$ cat src/rtl/axi4_lite_csr_pkg.sv
// Shared response codes and FSM state encodings for the AXI4-Lite CSR block.
package axi4_lite_csr_pkg;

  localparam logic [1:0] RESP_OKAY   = 2'b00;
  localparam logic [1:0] RESP_SLVERR = 2'b10;

  typedef enum logic {
    WR_ADDR_DATA = 1'b0,
    WR_RESP      = 1'b1
  } wr_state_t;

  typedef enum logic {
    RD_ADDR = 1'b0,
    RD_RESP = 1'b1
  } rd_state_t;

endpackage

$ cat src/rtl/axi4_lite_if.sv
// AXI4-Lite channel bundle with master and slave views.
interface axi4_lite_if #(
  parameter int unsigned ADDR_WIDTH = 16,
  parameter int unsigned DATA_WIDTH = 32
) ();

  logic                      awvalid;
  logic                      awready;
  logic [ADDR_WIDTH-1:0]     awaddr;
  logic [2:0]                awprot;
  logic                      wvalid;
  logic                      wready;
  logic [DATA_WIDTH-1:0]     wdata;
  logic [DATA_WIDTH/8-1:0]   wstrb;
  logic                      bvalid;
  logic                      bready;
  logic [1:0]                bresp;
  logic                      arvalid;
  logic                      arready;
  logic [ADDR_WIDTH-1:0]     araddr;
  logic [2:0]                arprot;
  logic                      rvalid;
  logic                      rready;
  logic [DATA_WIDTH-1:0]     rdata;
  logic [1:0]                rresp;

  modport master (
    output awvalid, awaddr, awprot, wvalid, wdata, wstrb, bready,
           arvalid, araddr, arprot, rready,
    input  awready, wready, bvalid, bresp, arready, rvalid, rdata, rresp
  );

  modport slave (
    input  awvalid, awaddr, awprot, wvalid, wdata, wstrb, bready,
           arvalid, araddr, arprot, rready,
    output awready, wready, bvalid, bresp, arready, rvalid, rdata, rresp
  );

endinterface

$ cat src/rtl/axi4_lite_csr.sv
// AXI4-Lite register file: RW control registers followed by RO status words.
// Optional AXI4_LITE_CSR_WR_PULSE_EN adds a per-register write strobe output.
module axi4_lite_csr
  import axi4_lite_csr_pkg::*;
#(
  parameter int unsigned ADDR_WIDTH = 16,
  parameter int unsigned DATA_WIDTH = 32,
  parameter int unsigned RW_CNT     = 8,
  parameter int unsigned RO_CNT     = 4
) (
  input  logic                               aclk,
  input  logic                               aresetn,
  axi4_lite_if.slave                         csr_if,
  output logic [RW_CNT-1:0][DATA_WIDTH-1:0]  ctrl_o,
  input  logic [RO_CNT-1:0][DATA_WIDTH-1:0]  stat_i
`ifdef AXI4_LITE_CSR_WR_PULSE_EN
  ,
  output logic [RW_CNT-1:0]                  wr_pulse_o
`endif
);

  localparam int unsigned STRB_W   = DATA_WIDTH / 8;
  localparam int unsigned ADDR_LSB = (DATA_WIDTH == 64) ? 3 : 2;

  function automatic logic [ADDR_WIDTH-1:0] word_idx(input logic [ADDR_WIDTH-1:0] addr);
    return addr >> ADDR_LSB;
  endfunction

  wr_state_t                         wr_state_q, wr_state_d;
  logic                              aw_held_q, aw_held_d, w_held_q, w_held_d;
  logic                              awready_q, awready_d, wready_q, wready_d;
  logic                              bvalid_q, bvalid_d;
  logic [1:0]                        bresp_q, bresp_d;
  logic [ADDR_WIDTH-1:0]             waddr_q, waddr_d, wr_idx;
  logic [DATA_WIDTH-1:0]             wdata_q, wdata_d;
  logic [STRB_W-1:0]                 wstrb_q, wstrb_d;
  logic [RW_CNT-1:0][DATA_WIDTH-1:0] ctrl_q, ctrl_d;

  rd_state_t                         rd_state_q, rd_state_d;
  logic                              arready_q, arready_d, rvalid_q, rvalid_d;
  logic [DATA_WIDTH-1:0]             rdata_q, rdata_d;
  logic [1:0]                        rresp_q, rresp_d;
  logic [ADDR_WIDTH-1:0]             rd_idx;

`ifdef AXI4_LITE_CSR_WR_PULSE_EN
  logic [RW_CNT-1:0]                 wr_pulse_q, wr_pulse_d;
`endif

  // Protection attributes carry no meaning for this register file.
  logic unused_prot_c;
  assign unused_prot_c = ^{csr_if.awprot, csr_if.arprot};

  // Write path: collect AW and W independently, commit once both are held.
  always_comb begin
    wr_state_d = wr_state_q;
    aw_held_d  = aw_held_q;
    w_held_d   = w_held_q;
    waddr_d    = waddr_q;
    wdata_d    = wdata_q;
    wstrb_d    = wstrb_q;
    bvalid_d   = bvalid_q;
    bresp_d    = bresp_q;
    ctrl_d     = ctrl_q;
    wr_idx     = word_idx(waddr_q);
`ifdef AXI4_LITE_CSR_WR_PULSE_EN
    wr_pulse_d = '0;
`endif
    case (wr_state_q)
      WR_ADDR_DATA: begin
        if (aw_held_q && w_held_q) begin
          aw_held_d  = 1'b0;
          w_held_d   = 1'b0;
          bvalid_d   = 1'b1;
          bresp_d    = RESP_SLVERR;
          wr_state_d = WR_RESP;
          for (int unsigned i = 0; i < RW_CNT; i++) begin
            if (wr_idx == ADDR_WIDTH'(i)) begin
              bresp_d = RESP_OKAY;
`ifdef AXI4_LITE_CSR_WR_PULSE_EN
              wr_pulse_d[i] = 1'b1;
`endif
              for (int unsigned b = 0; b < STRB_W; b++) begin
                if (wstrb_q[b]) ctrl_d[i][b*8 +: 8] = wdata_q[b*8 +: 8];
              end
            end
          end
        end else begin
          if (csr_if.awvalid && awready_q) begin
            aw_held_d = 1'b1;
            waddr_d   = csr_if.awaddr;
          end
          if (csr_if.wvalid && wready_q) begin
            w_held_d = 1'b1;
            wdata_d  = csr_if.wdata;
            wstrb_d  = csr_if.wstrb;
          end
        end
      end
      WR_RESP: begin
        if (csr_if.bready) begin
          bvalid_d   = 1'b0;
          wr_state_d = WR_ADDR_DATA;
        end
      end
      default: wr_state_d = WR_ADDR_DATA;
    endcase
    awready_d = (wr_state_d == WR_ADDR_DATA) && !aw_held_d;
    wready_d  = (wr_state_d == WR_ADDR_DATA) && !w_held_d;
  end

  // Read path: the value is sampled at the AR handshake, before any same-cycle write lands.
  always_comb begin
    rd_state_d = rd_state_q;
    rvalid_d   = rvalid_q;
    rdata_d    = rdata_q;
    rresp_d    = rresp_q;
    rd_idx     = word_idx(csr_if.araddr);
    case (rd_state_q)
      RD_ADDR: begin
        if (csr_if.arvalid && arready_q) begin
          rvalid_d   = 1'b1;
          rd_state_d = RD_RESP;
          rdata_d    = '0;
          rresp_d    = RESP_SLVERR;
          for (int unsigned i = 0; i < RW_CNT; i++) begin
            if (rd_idx == ADDR_WIDTH'(i)) begin
              rdata_d = ctrl_q[i];
              rresp_d = RESP_OKAY;
            end
          end
          for (int unsigned j = 0; j < RO_CNT; j++) begin
            if (rd_idx == ADDR_WIDTH'(RW_CNT + j)) begin
              rdata_d = stat_i[j];
              rresp_d = RESP_OKAY;
            end
          end
        end
      end
      RD_RESP: begin
        if (csr_if.rready) begin
          rvalid_d   = 1'b0;
          rd_state_d = RD_ADDR;
        end
      end
      default: rd_state_d = RD_ADDR;
    endcase
    arready_d = (rd_state_d == RD_ADDR);
  end

  always_ff @(posedge aclk or negedge aresetn) begin
    if (!aresetn) begin
      wr_state_q <= WR_ADDR_DATA;
      aw_held_q  <= 1'b0;
      w_held_q   <= 1'b0;
      awready_q  <= 1'b0;
      wready_q   <= 1'b0;
      bvalid_q   <= 1'b0;
      bresp_q    <= RESP_OKAY;
      waddr_q    <= '0;
      wdata_q    <= '0;
      wstrb_q    <= '0;
      ctrl_q     <= '0;
      rd_state_q <= RD_ADDR;
      arready_q  <= 1'b0;
      rvalid_q   <= 1'b0;
      rdata_q    <= '0;
      rresp_q    <= RESP_OKAY;
`ifdef AXI4_LITE_CSR_WR_PULSE_EN
      wr_pulse_q <= '0;
`endif
    end else begin
      wr_state_q <= wr_state_d;
      aw_held_q  <= aw_held_d;
      w_held_q   <= w_held_d;
      awready_q  <= awready_d;
      wready_q   <= wready_d;
      bvalid_q   <= bvalid_d;
      bresp_q    <= bresp_d;
      waddr_q    <= waddr_d;
      wdata_q    <= wdata_d;
      wstrb_q    <= wstrb_d;
      ctrl_q     <= ctrl_d;
      rd_state_q <= rd_state_d;
      arready_q  <= arready_d;
      rvalid_q   <= rvalid_d;
      rdata_q    <= rdata_d;
      rresp_q    <= rresp_d;
`ifdef AXI4_LITE_CSR_WR_PULSE_EN
      wr_pulse_q <= wr_pulse_d;
`endif
    end
  end

  assign csr_if.awready = awready_q;
  assign csr_if.wready  = wready_q;
  assign csr_if.bvalid  = bvalid_q;
  assign csr_if.bresp   = bresp_q;
  assign csr_if.arready = arready_q;
  assign csr_if.rvalid  = rvalid_q;
  assign csr_if.rdata   = rdata_q;
  assign csr_if.rresp   = rresp_q;
  assign ctrl_o         = ctrl_q;
`ifdef AXI4_LITE_CSR_WR_PULSE_EN
  assign wr_pulse_o     = wr_pulse_q;
`endif

endmodule

$ cat src/flat_wrapper.sv
// flat-port wrapper written by rule: the top's interface ports become plain ports
module axi4_lite_csr_flat import axi4_lite_csr_pkg::*;
#(
  parameter int unsigned ADDR_WIDTH = 16,
  parameter int unsigned DATA_WIDTH = 32,
  parameter int unsigned RW_CNT     = 8,
  parameter int unsigned RO_CNT     = 4
)
  (aclk, aresetn, ctrl_o, stat_i, csr_if_awvalid, csr_if_awaddr, csr_if_awprot, csr_if_wvalid, csr_if_wdata, csr_if_wstrb, csr_if_bready, csr_if_arvalid, csr_if_araddr, csr_if_arprot, csr_if_rready, csr_if_awready, csr_if_wready, csr_if_bvalid, csr_if_bresp, csr_if_arready, csr_if_rvalid, csr_if_rdata, csr_if_rresp);
  axi4_lite_if #(.ADDR_WIDTH(ADDR_WIDTH), .DATA_WIDTH(DATA_WIDTH)) csr_if_i ();
  input  logic aclk;
  input  logic aresetn;
  output logic [RW_CNT-1:0][DATA_WIDTH-1:0] ctrl_o;
  input  logic [RO_CNT-1:0][DATA_WIDTH-1:0] stat_i;
  input wire logic [$bits(csr_if_i.awvalid)-1:0] csr_if_awvalid;
  input wire logic [$bits(csr_if_i.awaddr)-1:0] csr_if_awaddr;
  input wire logic [$bits(csr_if_i.awprot)-1:0] csr_if_awprot;
  input wire logic [$bits(csr_if_i.wvalid)-1:0] csr_if_wvalid;
  input wire logic [$bits(csr_if_i.wdata)-1:0] csr_if_wdata;
  input wire logic [$bits(csr_if_i.wstrb)-1:0] csr_if_wstrb;
  input wire logic [$bits(csr_if_i.bready)-1:0] csr_if_bready;
  input wire logic [$bits(csr_if_i.arvalid)-1:0] csr_if_arvalid;
  input wire logic [$bits(csr_if_i.araddr)-1:0] csr_if_araddr;
  input wire logic [$bits(csr_if_i.arprot)-1:0] csr_if_arprot;
  input wire logic [$bits(csr_if_i.rready)-1:0] csr_if_rready;
  output wire logic [$bits(csr_if_i.awready)-1:0] csr_if_awready;
  output wire logic [$bits(csr_if_i.wready)-1:0] csr_if_wready;
  output wire logic [$bits(csr_if_i.bvalid)-1:0] csr_if_bvalid;
  output wire logic [$bits(csr_if_i.bresp)-1:0] csr_if_bresp;
  output wire logic [$bits(csr_if_i.arready)-1:0] csr_if_arready;
  output wire logic [$bits(csr_if_i.rvalid)-1:0] csr_if_rvalid;
  output wire logic [$bits(csr_if_i.rdata)-1:0] csr_if_rdata;
  output wire logic [$bits(csr_if_i.rresp)-1:0] csr_if_rresp;
  assign csr_if_i.awvalid = csr_if_awvalid;
  assign csr_if_i.awaddr = csr_if_awaddr;
  assign csr_if_i.awprot = csr_if_awprot;
  assign csr_if_i.wvalid = csr_if_wvalid;
  assign csr_if_i.wdata = csr_if_wdata;
  assign csr_if_i.wstrb = csr_if_wstrb;
  assign csr_if_i.bready = csr_if_bready;
  assign csr_if_i.arvalid = csr_if_arvalid;
  assign csr_if_i.araddr = csr_if_araddr;
  assign csr_if_i.arprot = csr_if_arprot;
  assign csr_if_i.rready = csr_if_rready;
  assign csr_if_awready = csr_if_i.awready;
  assign csr_if_wready = csr_if_i.wready;
  assign csr_if_bvalid = csr_if_i.bvalid;
  assign csr_if_bresp = csr_if_i.bresp;
  assign csr_if_arready = csr_if_i.arready;
  assign csr_if_rvalid = csr_if_i.rvalid;
  assign csr_if_rdata = csr_if_i.rdata;
  assign csr_if_rresp = csr_if_i.rresp;
  axi4_lite_csr #(.ADDR_WIDTH(ADDR_WIDTH), .DATA_WIDTH(DATA_WIDTH), .RW_CNT(RW_CNT), .RO_CNT(RO_CNT)) u_core (.aclk(aclk), .aresetn(aresetn), .csr_if(csr_if_i), .ctrl_o(ctrl_o), .stat_i(stat_i));
endmodule
$ cat config.mk
export PLATFORM = sky130hd
export DESIGN_NAME = axi4_lite_csr_flat
export DESIGN_NICKNAME = d
export VERILOG_FILES = /design/src/rtl/axi4_lite_csr_pkg.sv /design/src/rtl/axi4_lite_if.sv /design/src/rtl/axi4_lite_csr.sv /design/src/flat_wrapper.sv
export SDC_FILE = /design/constraint.sdc
export NUM_CORES = 1
export LEC_CHECK = 0
export BUFFER_PORTS_ARGS = -buffer_cell sky130_fd_sc_hd__buf_2
export CAP_MARGIN = 20
export CORE_AREA = 5 5 193 195
export DETAILED_ROUTE_END_ITERATION = 8
export DIE_AREA = 0 0 198 200
export GPL_TIMING_DRIVEN = 0
export PLACE_DENSITY = 0.84
export SETUP_SLACK_MARGIN = 0.5
export SLEW_MARGIN = 20
export SYNTH_ARGS = -nofsm -noshare
export SYNTH_HDL_FRONTEND = slang
export SYNTH_SLANG_ARGS = --single-unit
$ cat constraint.sdc
create_clock -name aclk -period 7.15 [get_ports aclk]
set_input_delay 0.3575 -clock aclk [delete_from_list [all_inputs] [get_ports aclk]]
set_output_delay 0.3575 -clock aclk [all_outputs]
set_load 0.01 [all_outputs]
* After elaboration in Yosys (flattened, before gate mapping)
Index checks and enable logic that the tools add are counted. W data, S select, Z words.
Word-level totals: register bits after elaboration 353, input bits 209, output and inout bits 297, word-level logic and storage cells 172
Cells by class: equal/unequal tests 22, multiplexer cells 50, bitwise gates (word level) 5, reduce and logical (&&, ||, !) cells 48
Operators with widths (count):
- $mux W32 | 12
- $reduce_and A4 Y1 | 32
- $eq A14 B3 Y1 const B | 8
- $eq A14 B2 Y1 const B | 4
- $eq A14 B4 Y1 const B | 4
- $mux W2 | 20
- $logic_not A16 Y1 | 2
- $eq A14 B1 Y1 const B | 2
- $mux W1 | 14
- $pmux W1 S2 | 4
- $reduce_and A2 Y1 | 4
- $logic_and A1 B1 Y1 | 6
- $reduce_and A3 Y1 | 2
- $not A1 Y1 | 5
- $ne A2 B1 Y1 const B | 2
- $ne A2 B2 Y1 const B | 2
- $logic_not A1 Y1 | 2

* Depth between registers and ports, before layout
depth after elaboration 13, gate-level depth with buffers 9, mapped depth without buffers 5

* Worst setup path before layout
OpenSTA, ideal clock, no wires.
path type register to register, start reg u_core.waddr_q[8], end reg u_core.ctrl_q (netlist bit u_core.ctrl_o[240]), setup time 0.125 ns, arrival 2.256 ns, data required time 7.025 ns, setup slack 4.769 ns, stages on the path, launching flop included 6, buffers on the path 0, period minus slack after synthesis 2.381 ns, cell sequence dfrtp_1 or4_4 nor4_1 nand4_1 nor2_2 mux2_2
On the way: longest elaborated chain between the ends 2
Ends and longest elaborated chain:
- start: declaration | line axi4_lite_csr.sv:34 | logic [ADDR_WIDTH-1:0] waddr_q, waddr_d, wr_idx;
- start signal: assignment | line axi4_lite_csr.sv:179 | waddr_q <= waddr_d;
- $eq A14 B3 Y1 | line axi4_lite_csr.sv:77 | if (wr_idx == ADDR_WIDTH'(i)) begin
- $reduce_and A4 Y1 (no line)
- end signal: assignment | line axi4_lite_csr.sv:182 | ctrl_q <= ctrl_d;
- end: declaration | line axi4_lite_csr.sv:37 | logic [RW_CNT-1:0][DATA_WIDTH-1:0] ctrl_q, ctrl_d;
No other way between the ends. A chain may end at the register's enable or synchronous reset.

* Worst setup path in the final report
start reg u_core.wr_state_q, end reg u_core.wdata_q[10]
On the way: longest elaborated chain between the ends 2
Ends and longest elaborated chain:
- start: declaration | line axi4_lite_csr.sv:29 | wr_state_t wr_state_q, wr_state_d;
- start signal: assignment | line axi4_lite_csr.sv:172 | wr_state_q <= wr_state_d;
- $not A1 Y1 (no line)
- $reduce_and A3 Y1 (no line)
- end signal: assignment | line axi4_lite_csr.sv:180 | wdata_q <= wdata_d;
- end: declaration | line axi4_lite_csr.sv:35 | logic [DATA_WIDTH-1:0] wdata_q, wdata_d;
No other way between the ends.

==> flow_summary.json <==
{
  "netlist_instances": 1524,
  "layout_worst_path_cycle_share_pct": 45.1,
  "data_arrival_at_the_endpoint_of_the_critical_path_ns": 3.65,
  "rsz0062_at_grt": "no",
  "synth_top_area_share_pct": 49.4,
  "io_pins": 506,
  "worstMarginPinSlew_ns": 1.27,
  "clk_transition_reported_paths_ns": 0.06,
  "synth_area_sq_um": 17700,
  "finalWorstPathRequiredPeriod_ns": 3.22,
  "rows": 69,
  "cp-startpoint": "u_core.wr_state_q",
  "finalWirelength_um": 76400,
  "p_leak_nw": 11.6,
  "post_route_cells_drive_above_1_share_pct": 44.6,
  "synth_top_cell_by_area": "dfrtp_1",
  "crit_required_ns": 7.57,
  "yosys_most_used_dff": "dfrtp_1",
  "hold-worst-slack_ns": 0.0190,
  "ys_warn_count": 0,
  "synth.top_cells.by_count": "dfrtp_1, mux2_2, nand2_1",
  "avgSynthCellArea_sq_um": 11.6,
  "buffer_ports.inserted": 492,
  "hpwl_um": 56500,
  "crit_path_max_fanout": 10,
  "ys_top_cells_by_area": "dfrtp_1, mux2_2, mux2i_1, nand2_1, o2111ai_1",
  "rrSetupSlack_ns": 3.93,
  "power_per_cell_area_nw_per_um2": 242,
  "crit_path_end_kind": "flip-flop",
  "global_route.overflow_total": 0,
  "tritoncts": "built",
  "core_area_sq_um": 35200,
  "critical_path_class": "flip-flop to flip-flop",
  "clock_latency_ns": 0.54,
  "nFillCells": 2787,
  "detail-route-antenna-nets": 0,
  "final-max-slew-violation-count": 0,
  "fin_nets": 2272,
  "global_route.usage.total_pct": 37.1,
  "outcome": "finished clean",
  "setup.worst_path.start_class": "flip-flop",
  "num_vias": 16291,
  "instances_no_fill": 2564,
  "worst_ir_drop_vdd_mv": 0.236,
  "remaining_drc_errors": 0,
  "floorplan.initialDensity_pct": 50.2,
  "detail_route.wl_per_cell_um": 29.8,
  "worst_clock_skew_ns": 0.0121,
  "ctsLongestPathBuffers": 3,
  "clock-root-buffer": "clkbuf_16",
  "hold_viol_final": 0,
  "timing.setup.tns_ns": 0,
  "maxClockFrequency_ghz": 0.310,
  "pin_count_of_the_biggest_net_entering_global_routing": 102,
  "first_global_vias": 16742,
  "initial_antenna_violation_count": 7,
  "setup.worst_path.end": "u_core.wdata_q[10]",
  "die_w_um": 198,
  "final-setup-viol-count": 0,
  "seq_area_frac_synth_pct": 49.4,
  "cts.htree.levels": 2,
  "grt_first_pass_wirelength_um": 109000,
  "fp.dieH_um": 200,
  "synth_most_common_cell": "dfrtp_1",
  "cts-buffers-inserted": 39,
  "ys_ff_latch": 349,
  "gp_congestion": 0.938,
  "synth.distinct_cells": 60,
  "clock-sinks": 349,
  "crit-reg2reg-capture": "u_core.wdata_q[10]",
  "synth_enable_flop_cells": 0,
  "ys_async_rst_share_pct": 100,
  "max_cap_viol_count": 0,
  "placed_cells_incl_taps": 2481,
  "area_growth_pct": 25.5,
  "vias_per_cell": 6.35,
  "hp-class": "input port to flip-flop",
  "drtPass1Iterations": 5,
  "postCtsSetupBuffers": 0,
  "reg2regPathDepth": 5,
  "floorplan.die_area_sq_um": 39600,
  "drt_first_iter_violations": 1435,
  "utilization_pct": 63.0,
  "maxSlewHeadroom_pct": 15.1,
  "rr_startpoint": "u_core.wr_state_q"
}
[how the worst min path moves through the flow]
stage | startpoint | to | slack, ns | depth (start not counted)
finish | csr_if_bready | u_core.csr_if.bvalid | 0.02 | 2
detailed placement | aresetn | u_core.wdata_q[11] | 0.39 | 1
CTS | csr_if_bready | u_core.csr_if.bvalid | 0.0009 | 2
global placement | u_core.rd_state_q | u_core.csr_if.rvalid | 0.43 | 1
floorplan | aresetn | u_core.aw_held_q | 0.06 | 0
global route | csr_if_bready | u_core.csr_if.bvalid | 0.02 | 2
[state kept, by name, summed over array words and instances (netlist names)]
name,count
u_core.wstrb_q,4
u_core.w_held_q,1
u_core.csr_if.rresp,1
u_core.csr_if.rdata,32
u_core.rd_state_q,1
u_core.csr_if.wready,1
u_core.aw_held_q,1
u_core.csr_if.awready,1
u_core.wdata_q,32
u_core.csr_if.arready,1
u_core.csr_if.rvalid,1
u_core.csr_if.bvalid,1
u_core.waddr_q,14
u_core.csr_if.bresp,1
u_core.ctrl_o,256
u_core.wr_state_q,1
[final cells by class]
cell class | instances | area (sq um) | share of cell area [%]
antenna | 11 | 27.5 | 0.124
buffer | 107 | 417 | 1.88
clock buffer | 61 | 1180 | 5.32
clock inverter | 9 | 116 | 0.524
inverter | 8 | 30.0 | 0.135
multi-input combinational | 1061 | 8540 | 38.5
sequential | 349 | 8730 | 39.3
tap | 461 | 577 | 2.60
timing repair buffer | 497 | 2570 | 11.6
[worst max-delay path, stage by stage, from the launching register on]
cell      delay, ns
dfrtp_1        0.50
a21oi_1        0.25
and3_1         0.18
clkbuf_1       0.93
clkbuf_1       0.80
mux2_2         0.43
[placed cells by master (no fill, tap or decap), types with 4 or more instances in the layout]
master	count
clkbuf_16	41
dfrtp_1	349
o2111ai_1	52
nand2_2	12
nor4_1	5
a2bb2oi_1	29
inv_1	7
and3b_1	30
nand3_1	33
diode_2	11
a31oi_1	30
o21a_1	31
nor2_1	44
buf_2	497
clkbuf_8	8
nand3b_1	5
nand2b_1	7
buf_1	8
mux2i_1	62
o22ai_1	4
o2bb2ai_1	26
nand4_1	6
nor2b_1	11
mux2_2	333
clkbuf_1	103
a21o_1	6
nand4b_1	4
nand2_1	126
nor2_2	16
nor3_1	8
o21ai_0	47
a21oi_1	65
o221ai_1	26
[cells by family after synthesis]
logic type,count (synthesis),synth area share [%]
simple gates,326,9.71
buf+inv,115,2.52
compound gates,336,13.5
other cells,1,0.0212
flops,349,49.4
mux,397,24.9
[repair_timing]
item / 4_1_cts / 5_1_grt
resized for setup: 0 / 0
hold buffers: 2 / 0
endpoints found under the hold margin: 78 / 0
[power by group]
| part | internal, mW | switching (mW) | total, mW |
|---|---|---|---|
| Sequential | 2.16 | 0.323 | 2.48 |
| Combinational | 0.337 | 0.492 | 0.829 |
| Clock | 1.21 | 0.839 | 2.05 |
| Total | 3.71 | 1.65 | 5.36 |
[routing by layer]
layer | GRT usage (%) | share of wire (%)
met1 | 45.3 | 36
met2 | 60.9 | 47
met3 | 10.4 | 11
met4 | 18.4 | 5.6
met5 | 0 | 0.013
[metrics by stage]
stage | setup slack (ns) | cell area (sq um) | power, mW
5_1_grt | 3.77 | 22200 | 5.53
2_1_floorplan | 4.77 | 17700 | 2.86
4_1_cts | 3.93 | 22200 | 5.34
3_5_place_dp | 3.40 | 20900 | 3.30
3_3_place_gp | -0.819 | 20700 | 3.24
6_report | 3.93 | 22200 | 5.36
Note: power is estimated with default switching activity, not from simulation.
